### config.mk
export PLATFORM = sky130hd
export DESIGN_NAME = muldiv_unit
export DESIGN_NICKNAME = d
export VERILOG_FILES = /design/src/rtl/muldiv_pkg.sv /design/src/rtl/muldiv_core_step.sv /design/src/rtl/muldiv_unit.sv
export SDC_FILE = /design/constraint.sdc
export NUM_CORES = 2
export LEC_CHECK = 0
export ABC_CLOCK_PERIOD_IN_PS = 12450
export BUFFER_PORTS_ARGS = -buffer_cell sky130_fd_sc_hd__buf_4
export CELL_PAD_IN_SITES_DETAIL_PLACEMENT = 0
export CELL_PAD_IN_SITES_GLOBAL_PLACEMENT = 2
export CORE_ASPECT_RATIO = 0.75
export CORE_UTILIZATION = 39
export DETAILED_ROUTE_END_ITERATION = 8
export PLACE_DENSITY_LB_ADDON = 0.1
export SETUP_SLACK_MARGIN = 0.15
export SLEW_MARGIN = 20
export SYNTH_ARGS = -nofsm -noshare
export SYNTH_HDL_FRONTEND = slang
export SYNTH_SLANG_ARGS = --single-unit
### constraint.sdc
create_clock -name clk -period 12.45 [get_ports clk]
set_input_delay 0.6225 -clock clk [delete_from_list [all_inputs] [get_ports clk]]
set_output_delay 0.6225 -clock clk [all_outputs]
set_load 0.01 [all_outputs]
### src/rtl/muldiv_pkg.sv
// Shared op/state encodings and op-decoding helpers for the iterative multiply/divide unit.
package muldiv_pkg;

    typedef enum logic [2:0] {
        OP_MUL   = 3'd0,
        OP_MULU  = 3'd1,
        OP_DIV   = 3'd2,
        OP_DIVU  = 3'd3,
        OP_MADD  = 3'd4,
        OP_MADDU = 3'd5,
        OP_MSUB  = 3'd6,
        OP_MSUBU = 3'd7
    } muldiv_op_t;

    typedef enum logic [2:0] {
        S_IDLE,
        S_MUL,
        S_DIV,
        S_FIX,
        S_DONE
    } muldiv_state_t;

    function automatic logic is_signed(input muldiv_op_t op);
        return op inside {OP_MUL, OP_DIV, OP_MADD, OP_MSUB};
    endfunction

    function automatic logic is_div(input muldiv_op_t op);
        return op inside {OP_DIV, OP_DIVU};
    endfunction

    function automatic logic is_acc(input muldiv_op_t op);
        return op inside {OP_MADD, OP_MADDU, OP_MSUB, OP_MSUBU};
    endfunction

    function automatic logic is_sub(input muldiv_op_t op);
        return op inside {OP_MSUB, OP_MSUBU};
    endfunction

endpackage

### src/rtl/muldiv_core_step.sv
// One datapath iteration: a STEP-bit partial-product accumulate, or one restoring divide step.
module muldiv_core_step #(
    parameter int unsigned WIDTH = 32,
    parameter int unsigned STEP  = 2
) (
    input  logic                 is_div,
    input  logic [2*WIDTH-1:0]   work_i,
    input  logic [2*WIDTH-1:0]   mcand_i,
    input  logic [WIDTH-1:0]     mplier_i,
    output logic [2*WIDTH-1:0]   work_o,
    output logic [2*WIDTH-1:0]   mcand_o,
    output logic [WIDTH-1:0]     mplier_o
);

    logic [WIDTH:0]       rem_sh;
    logic [WIDTH:0]       diff;
    logic [2*WIDTH-1:0]   digit;

    always_comb begin
        work_o   = work_i;
        mcand_o  = mcand_i;
        mplier_o = mplier_i;
        rem_sh   = '0;
        diff     = '0;
        digit    = '0;
        if (is_div) begin
            // work holds {rem, quo}; rem_sh is the remainder after shifting in the next dividend bit
            rem_sh = work_i[2*WIDTH-1:WIDTH-1];
            diff   = rem_sh - {1'b0, mcand_i[WIDTH-1:0]};
            if (rem_sh >= {1'b0, mcand_i[WIDTH-1:0]}) begin
                work_o = {diff[WIDTH-1:0], work_i[WIDTH-2:0], 1'b1};
            end else begin
                work_o = {work_i[2*WIDTH-2:0], 1'b0};
            end
        end else begin
            digit[STEP-1:0] = mplier_i[STEP-1:0];
            work_o   = work_i + mcand_i * digit;
            mcand_o  = mcand_i << STEP;
            mplier_o = mplier_i >> STEP;
        end
    end

endmodule

### src/rtl/muldiv_unit.sv
// Iterative multiply/divide unit for the EX stage; results build in shadow registers
// and are committed to HI/LO in one cycle so a flush never leaves partial state.
module muldiv_unit #(
    parameter int unsigned WIDTH = 32,
    parameter int unsigned STEP  = 2
) (
    input  logic             clk,
    input  logic             rst,
    input  logic             start,
    input  logic [2:0]       op,
    input  logic [WIDTH-1:0] source_a,
    input  logic [WIDTH-1:0] source_b,
    input  logic             reg_stall,
    input  logic             flush,
    output logic             alu_stall,
    output logic [WIDTH-1:0] hi,
    output logic [WIDTH-1:0] lo,
    input  logic             hi_write,
    input  logic             lo_write,
    input  logic [WIDTH-1:0] hi_write_data,
    input  logic [WIDTH-1:0] lo_write_data
);
    import muldiv_pkg::*;

    localparam int unsigned CW = $clog2(WIDTH + 1);

    muldiv_state_t      state_q, state_d;
    muldiv_op_t         op_q, op_d, op_in;
    logic [WIDTH-1:0]   a_q, a_d, b_q, b_d, mplier_q, mplier_d;
    logic [WIDTH-1:0]   hi_q, hi_d, lo_q, lo_d;
    logic [2*WIDTH-1:0] acc_q, acc_d, work_q, work_d, mcand_q, mcand_d;
    logic [CW-1:0]      cnt_q, cnt_d;
    logic               neg_q, neg_d, a_neg_q, a_neg_d;

    logic               in_signed;
    logic [WIDTH-1:0]   mag_a, mag_b, quo, rem, fix_hi, fix_lo, step_mplier;
    logic [2*WIDTH-1:0] step_work, step_mcand, prod_fix, mul_res;

    muldiv_core_step #(.WIDTH(WIDTH), .STEP(STEP)) u_step (
        .is_div   (state_q == S_DIV),
        .work_i   (work_q),
        .mcand_i  (mcand_q),
        .mplier_i (mplier_q),
        .work_o   (step_work),
        .mcand_o  (step_mcand),
        .mplier_o (step_mplier)
    );

    assign op_in     = muldiv_op_t'(op);
    assign in_signed = is_signed(op_in);
    assign mag_a     = (in_signed && source_a[WIDTH-1]) ? -source_a : source_a;
    assign mag_b     = (in_signed && source_b[WIDTH-1]) ? -source_b : source_b;

    assign alu_stall = start & (state_q != S_DONE);
    assign hi        = hi_q;
    assign lo        = lo_q;

    // Sign fix-up and accumulate; divide-by-zero bypasses the sign fix entirely.
    always_comb begin
        prod_fix = neg_q ? -work_q : work_q;
        if (is_sub(op_q))      mul_res = acc_q - prod_fix;
        else if (is_acc(op_q)) mul_res = acc_q + prod_fix;
        else                   mul_res = prod_fix;
        quo = work_q[WIDTH-1:0];
        rem = work_q[2*WIDTH-1:WIDTH];
        if (!is_div(op_q)) begin
            fix_hi = mul_res[2*WIDTH-1:WIDTH];
            fix_lo = mul_res[WIDTH-1:0];
        end else if (b_q == '0) begin
            fix_hi = a_q;
            fix_lo = '1;
        end else begin
            fix_hi = a_neg_q ? -rem : rem;
            fix_lo = neg_q ? -quo : quo;
        end
    end

    always_comb begin
        state_d  = state_q;
        op_d     = op_q;
        a_d      = a_q;
        b_d      = b_q;
        neg_d    = neg_q;
        a_neg_d  = a_neg_q;
        acc_d    = acc_q;
        work_d   = work_q;
        mcand_d  = mcand_q;
        mplier_d = mplier_q;
        cnt_d    = cnt_q;
        hi_d     = hi_q;
        lo_d     = lo_q;
        case (state_q)
            S_IDLE: begin
                if (hi_write) hi_d = hi_write_data;
                if (lo_write) lo_d = lo_write_data;
                if (start && !flush) begin
                    op_d    = op_in;
                    a_d     = source_a;
                    b_d     = source_b;
                    acc_d   = {hi_d, lo_d};
                    neg_d   = in_signed & (source_a[WIDTH-1] ^ source_b[WIDTH-1]);
                    a_neg_d = in_signed & source_a[WIDTH-1];
                    work_d  = '0;
                    mcand_d = '0;
                    if (is_div(op_in)) begin
                        work_d[WIDTH-1:0]  = mag_a;
                        mcand_d[WIDTH-1:0] = mag_b;
                        cnt_d   = CW'(WIDTH);
                        state_d = S_DIV;
                    end else begin
                        mcand_d[WIDTH-1:0] = mag_a;
                        mplier_d = mag_b;
                        cnt_d    = CW'(WIDTH / STEP);
                        state_d  = S_MUL;
                    end
                end
            end
            S_MUL, S_DIV: begin
                if (flush) begin
                    state_d = S_IDLE;
                end else begin
                    work_d   = step_work;
                    mcand_d  = step_mcand;
                    mplier_d = step_mplier;
                    cnt_d    = cnt_q - CW'(1);
                    if (cnt_q == CW'(1)) state_d = S_FIX;
                end
            end
            S_FIX: begin
                if (flush) begin
                    state_d = S_IDLE;
                end else begin
                    hi_d    = fix_hi;
                    lo_d    = fix_lo;
                    state_d = S_DONE;
                end
            end
            S_DONE: begin
                if (hi_write) hi_d = hi_write_data;
                if (lo_write) lo_d = lo_write_data;
                if (flush || !reg_stall) state_d = S_IDLE;
            end
            default: state_d = S_IDLE;
        endcase
    end

    always_ff @(posedge clk) begin
        if (!rst) begin
            state_q  <= S_IDLE;
            op_q     <= OP_MUL;
            a_q      <= '0;
            b_q      <= '0;
            neg_q    <= 1'b0;
            a_neg_q  <= 1'b0;
            acc_q    <= '0;
            work_q   <= '0;
            mcand_q  <= '0;
            mplier_q <= '0;
            cnt_q    <= '0;
            hi_q     <= '0;
            lo_q     <= '0;
        end else begin
            state_q  <= state_d;
            op_q     <= op_d;
            a_q      <= a_d;
            b_q      <= b_d;
            neg_q    <= neg_d;
            a_neg_q  <= a_neg_d;
            acc_q    <= acc_d;
            work_q   <= work_d;
            mcand_q  <= mcand_d;
            mplier_q <= mplier_d;
            cnt_q    <= cnt_d;
            hi_q     <= hi_d;
            lo_q     <= lo_d;
        end
    end

endmodule
==> flow_summary.html <==
<table>
<tr><th>Metric</th><th>Value</th></tr>
<tr><th colspan="2">Finish</th></tr>
<tr><td>Area grow syn2layout</td><td>11.2%</td></tr>
<tr><td>Final cell count without fillers</td><td>6225</td></tr>
<tr><td>Design Area, Final</td><td>slightly below 0.04 sq mm</td></tr>
<tr><td>Share of final-layout standard cells stronger than drive strength 1</td><td>8.47%</td></tr>
<tr><td>Final net count</td><td>about 5400</td></tr>
<tr><th colspan="2">Timing</th></tr>
<tr><td>Setup TNS after final layout</td><td>0 ps</td></tr>
<tr><td>Maximum clock frequency</td><td>between 100 and 150 MHz</td></tr>
<tr><td>Max-slew violation count</td><td>0</td></tr>
<tr><td>Clk_skew</td><td>26.8 ps</td></tr>
<tr><td>Pin slew with the least headroom to its limit</td><td>1180 ps</td></tr>
<tr><td>Final setup violation count</td><td>0</td></tr>
<tr><td>Part of the cycle the worst path needs</td><td>~55%</td></tr>
<tr><td>Final worst path period need</td><td>6890 ps</td></tr>
<tr><td>Tightest slew margin relative to the limit</td><td>a little over a fifth</td></tr>
<tr><td>RSZ-0062 raised after global routing</td><td>false</td></tr>
<tr><td>Final Hold Violating Endpoints</td><td>0</td></tr>
<tr><td>Min Hold Slack</td><td>245 ps</td></tr>
<tr><th colspan="2">Global routing</th></tr>
<tr><td>Number of antenna violations at the first check in global routing</td><td>4</td></tr>
<tr><td>Overall track demand over capacity in global routing</td><td>34.3%</td></tr>
<tr><td>Total grt overflow</td><td>0</td></tr>
<tr><td>Number of global-route vias before repair</td><td>approximately 35000</td></tr>
<tr><td>Maximum number of pins on one net before global-route repair</td><td>117</td></tr>
<tr><td>Global-route wire length before repair</td><td>about 240 mm</td></tr>
<tr><th colspan="2">Yosys</th></tr>
<tr><td>#FFs+latches synth</td><td>about 370</td></tr>
<tr><td>Most instantiated library cell after synthesis</td><td>nand2_1</td></tr>
<tr><td>Cell count after synthesis</td><td>4991</td></tr>
<tr><td>Number of synthesized flops with an enable pin</td><td>0</td></tr>
<tr><td>Cell area after synthesis</td><td>0.0356 sq mm</td></tr>
<tr><td>Syn Area/Cell</td><td>7.14 sq um</td></tr>
<tr><td>Area fraction of the dominant cell type after synthesis</td><td>about a fifth</td></tr>
<tr><td>Async set-reset flop share out of synthesis</td><td>0%</td></tr>
<tr><td>Leading cell types by count after synthesis</td><td>nand2_1 (616), nor2_1 (476), a21oi_1 (468)</td></tr>
<tr><td>Top FF cell, synth</td><td>dfxtp_1</td></tr>
<tr><td>Post-Synthesis Net Count</td><td>about 5400</td></tr>
<tr><td>Leading post-synthesis cells by cell area</td><td>dfxtp_1 (21%), ha_1 (7.9%), a21oi_1 (6.6%), nand2_1 (6.5%), xnor2_1 (5.9%)</td></tr>
<tr><td>Warnings, synthesis</td><td>0</td></tr>
<tr><td>Post-synthesis sequential area ratio</td><td>between 20% and 30%</td></tr>
<tr><td>Most area-hungry cell type in the Yosys netlist</td><td>dfxtp_1</td></tr>
<tr><td>Unique cell type count in the Yosys netlist</td><td>just under 90</td></tr>
<tr><th colspan="2">Setup path</th></tr>
<tr><td>Critical path, cell by cell</td><td>or4_1 -&gt; nor4_1 -&gt; buf_4 -&gt; nand3_1 -&gt; or2_2 -&gt; or3_1 -&gt; nand2_1 -&gt; xnor2_1 -&gt; ha_1 -&gt; nand4_1 -&gt; nor2_1 -&gt; nor4b_1 -&gt; o2111ai_1 -&gt; nand3_1 -&gt; a311oi_1 -&gt; and4_1 -&gt; nor3_1 -&gt; o21ai_0</td></tr>
<tr><td>CP bufs+invs</td><td>1</td></tr>
<tr><td>Largest incremental delay on the critical path</td><td>~800 ps</td></tr>
<tr><td>Kind of cell adding the most delay to the critical path</td><td>simple AND/OR/NAND/NOR gates</td></tr>
<tr><td>Kind of start point of the critical path</td><td>flip-flop</td></tr>
<tr><td>Capturing element type of the critical path</td><td>flip-flop</td></tr>
<tr><td>Worst path required time</td><td>about 13000 ps</td></tr>
<tr><td>Crit-path slowest cell</td><td>nor4b_1</td></tr>
<tr><td>Critical path peak fanout</td><td>13</td></tr>
<tr><td>Critical path data arrival time</td><td>about 7400 ps</td></tr>
<tr><td>Most common cell type on the critical path</td><td>nand3_1</td></tr>
<tr><td>Critical path type</td><td>flip-flop to flip-flop</td></tr>
<tr><th colspan="2">Placement</th></tr>
<tr><td>GP Congestion</td><td>0.994</td></tr>
<tr><td>Half-perimeter wire length after detailed placement</td><td>about 130 mm</td></tr>
<tr><td>Port buffer count</td><td>202</td></tr>
<tr><td>Post-DP Area</td><td>about 0.038 sq mm</td></tr>
<tr><td>Number of cells in the design after placement</td><td>around 6100</td></tr>
<tr><th colspan="2">Detailed routing</th></tr>
<tr><td>Number of iterations in the first detailed-routing pass</td><td>8</td></tr>
<tr><td>Via-per-instance ratio</td><td>~6.1</td></tr>
<tr><td>Average detailed-routed wire length per instance</td><td>approximately 26 um</td></tr>
<tr><td>Antenna-violating nets left</td><td>0</td></tr>
<tr><td>Initial detailed-routing violation count</td><td>~4400</td></tr>
<tr><td>Total Wirelength</td><td>163 mm</td></tr>
<tr><td>DRC viols</td><td>0</td></tr>
<tr><td>Total via count in the routed design</td><td>between 30000 and 40000</td></tr>
<tr><th colspan="2">Floorplanning</th></tr>
<tr><td>Top-level port count</td><td>203</td></tr>
<tr><td>Starting utilization of the core area</td><td>about two fifths</td></tr>
<tr><td>Area of the die</td><td>roughly 0.09 sq mm</td></tr>
<tr><td>Die width</td><td>around 350 um</td></tr>
<tr><td>Vertical die dimension</td><td>264 um</td></tr>
<tr><td>Core area</td><td>roughly 0.09 sq mm</td></tr>
<tr><td>Core Rows</td><td>95</td></tr>
<tr><th colspan="2">Pwr</th></tr>
<tr><td>Static leakage</td><td>16.3 nW</td></tr>
<tr><td>Share of power burned in registers</td><td>between 10% and 20%</td></tr>
<tr><td>Worst vdd rail ir drop</td><td>approximately 0.22 mV</td></tr>
<tr><td>Net switching power</td><td>between 5 and 6 mW</td></tr>
<tr><td>Internal Pwr Total</td><td>between 4 and 5 mW</td></tr>
<tr><td>Total power per unit cell area</td><td>between 200 and 250 mW/mm^2</td></tr>
<tr><td>Fraction of power consumed by combinational cells</td><td>64.7%</td></tr>
<tr><td>Final Power</td><td>~9.6 mW</td></tr>
<tr><td>Proportion of power drawn by the clock network</td><td>15.9%</td></tr>
<tr><td>Switch share</td><td>between 50% and 60%</td></tr>
<tr><th colspan="2">Clocking</th></tr>
<tr><td>Root cell of the clock tree</td><td>clkbuf_16</td></tr>
<tr><td>Count of instances resized after the clock tree is built</td><td>0</td></tr>
<tr><td>Clock latency on the worst-skew pair</td><td>640 ps</td></tr>
<tr><td>Num Clock Sinks</td><td>between 300 and 400</td></tr>
<tr><td>Clock edge transition at the registers on the reported setup and hold paths</td><td>60 ps</td></tr>
<tr><td># hold bufs at CTS</td><td>0</td></tr>
<tr><td>Number of buffers added by the clock tree synthesis step</td><td>between 40 and 50</td></tr>
<tr><td>Maximum root-to-sink buffer count</td><td>3</td></tr>
<tr><td>Clock tree from TritonCTS</td><td>done</td></tr>
<tr><td>Count of H-tree levels built during CTS</td><td>2</td></tr>
<tr><td>Number of buffers inserted by post-CTS setup repair</td><td>0</td></tr>
<tr><th colspan="2">Job</th></tr>
<tr><td>Number of violations of the max-capacitance limit</td><td>0</td></tr>
<tr><th colspan="2">Hold path</th></tr>
<tr><td>Class of the most critical hold timing path</td><td>input port to flip-flop</td></tr>
<tr><th colspan="2">Status</th></tr>
<tr><td>Status</td><td>finished, final reports clean</td></tr>
</table>
==> cells by family (layout without fill, tap and decap cells) <==
logic type	count (synthesis)	in the layout	synth area share, %
AO/OA/AOI/OAI	1613	1613	29.5
XOR/XNOR	301	301	7.40
adder cells (fa/ha/maj)	292	292	11.6
buffers and inverters	697	712	7.42
flip-flops	365	365	20.5
multiplexers	108	108	3.10
other	0	7	0
AND/OR/NAND/NOR	1615	1615	20.5
==> through the flow <==
stage | setup WS (ps) | utilization [%]
finish | 5560 | 44.0
global route | 5370 | 44.0
CTS | 5720 | 44.0
detailed placement | 5780 | 42.2
global placement | 5690 | 42.2
floorplan | 7090 | -
==> power groups by stage <==
| stage | clock network, mW | registers, mW | logic, mW |
|---|---|---|---|
| after global routing | 1.59 | 1.91 | 6.69 |
| after floorplan | 0 | 1.72 | 4.19 |
| after detailed placement | 0 | 1.88 | 6.02 |
| final | 1.53 | 1.87 | 6.23 |
| after global placement | 0 | 1.88 | 6.08 |
| after CTS | 1.55 | 1.86 | 6.05 |
==> layout by cell type (no fill, tap or decap), types with 48 or more instances in the layout <==
cell type | synthesis | final
nand3_1 | 82 | 81
nor4_1 | 53 | 53
xnor2_1 | 241 | 241
inv_1 | 373 | 372
fa_1 | 66 | 66
clkbuf_16 | 0 | 48
dfxtp_1 | 365 | 360
ha_1 | 226 | 226
a21oi_1 | 468 | 468
o21bai_1 | 57 | 57
buf_4 | 0 | 255
a21o_1 | 91 | 91
o21ai_0 | 300 | 300
a31oi_1 | 48 | 48
o211ai_1 | 63 | 63
nand4_1 | 51 | 51
xor2_1 | 60 | 60
a211oi_1 | 167 | 167
nor2_1 | 476 | 467
mux2i_1 | 98 | 98
nor3_1 | 97 | 95
nand2_1 | 616 | 612
o221ai_1 | 78 | 78
==> worst min-delay path, delay by kind of cell <==
kind	cells	cell delay (ps)
buffers and inverters	1	120
and+or+nand+nor	1	50
AOI/OAI and AO/OA	1	50
==> metal layers <==
layer	global-route usage, %	routed length [um]
met5	0	13
met4	6.62	3150
met3	7.71	15500
met1	53.5	80400
met2	47.1	64200
==> worst paths after layout <==
kind / startpoint / endpoint / slack [ps] / cells after the start
max: work_q[19] / hi[30] / 5560 / 18
min: op[1] / op_q[1] / 240 / 3
min reg2reg: b_q[27] / b_q[27] / 450 / 2
max reg2reg: work_q[19] / hi[30] / 5560 / 18
==> flip-flops by register name, summed over array words and instances (netlist names) <==
register,count
acc_q,64
state_q,3
work_q,64
a_q,32
a_neg_q,1
mcand_q,64
b_q,32
mplier_q,32
cnt_q,6
neg_q,1
hi,32
lo,32
op_q,2
==> layout make-up <==
class	count	area [sq um]
Tap cell	1212	1520
Sequential cell	365	7320
Antenna cell	7	17.5
Timing Repair Buffer	255	1910
Fill cell	9580	50400
Multi-Input combinational cell	3929	25800
Clock buffer	62	1330
Inverter	374	1410
Clock inverter	21	324
Power figures use the tool's default switching activity.
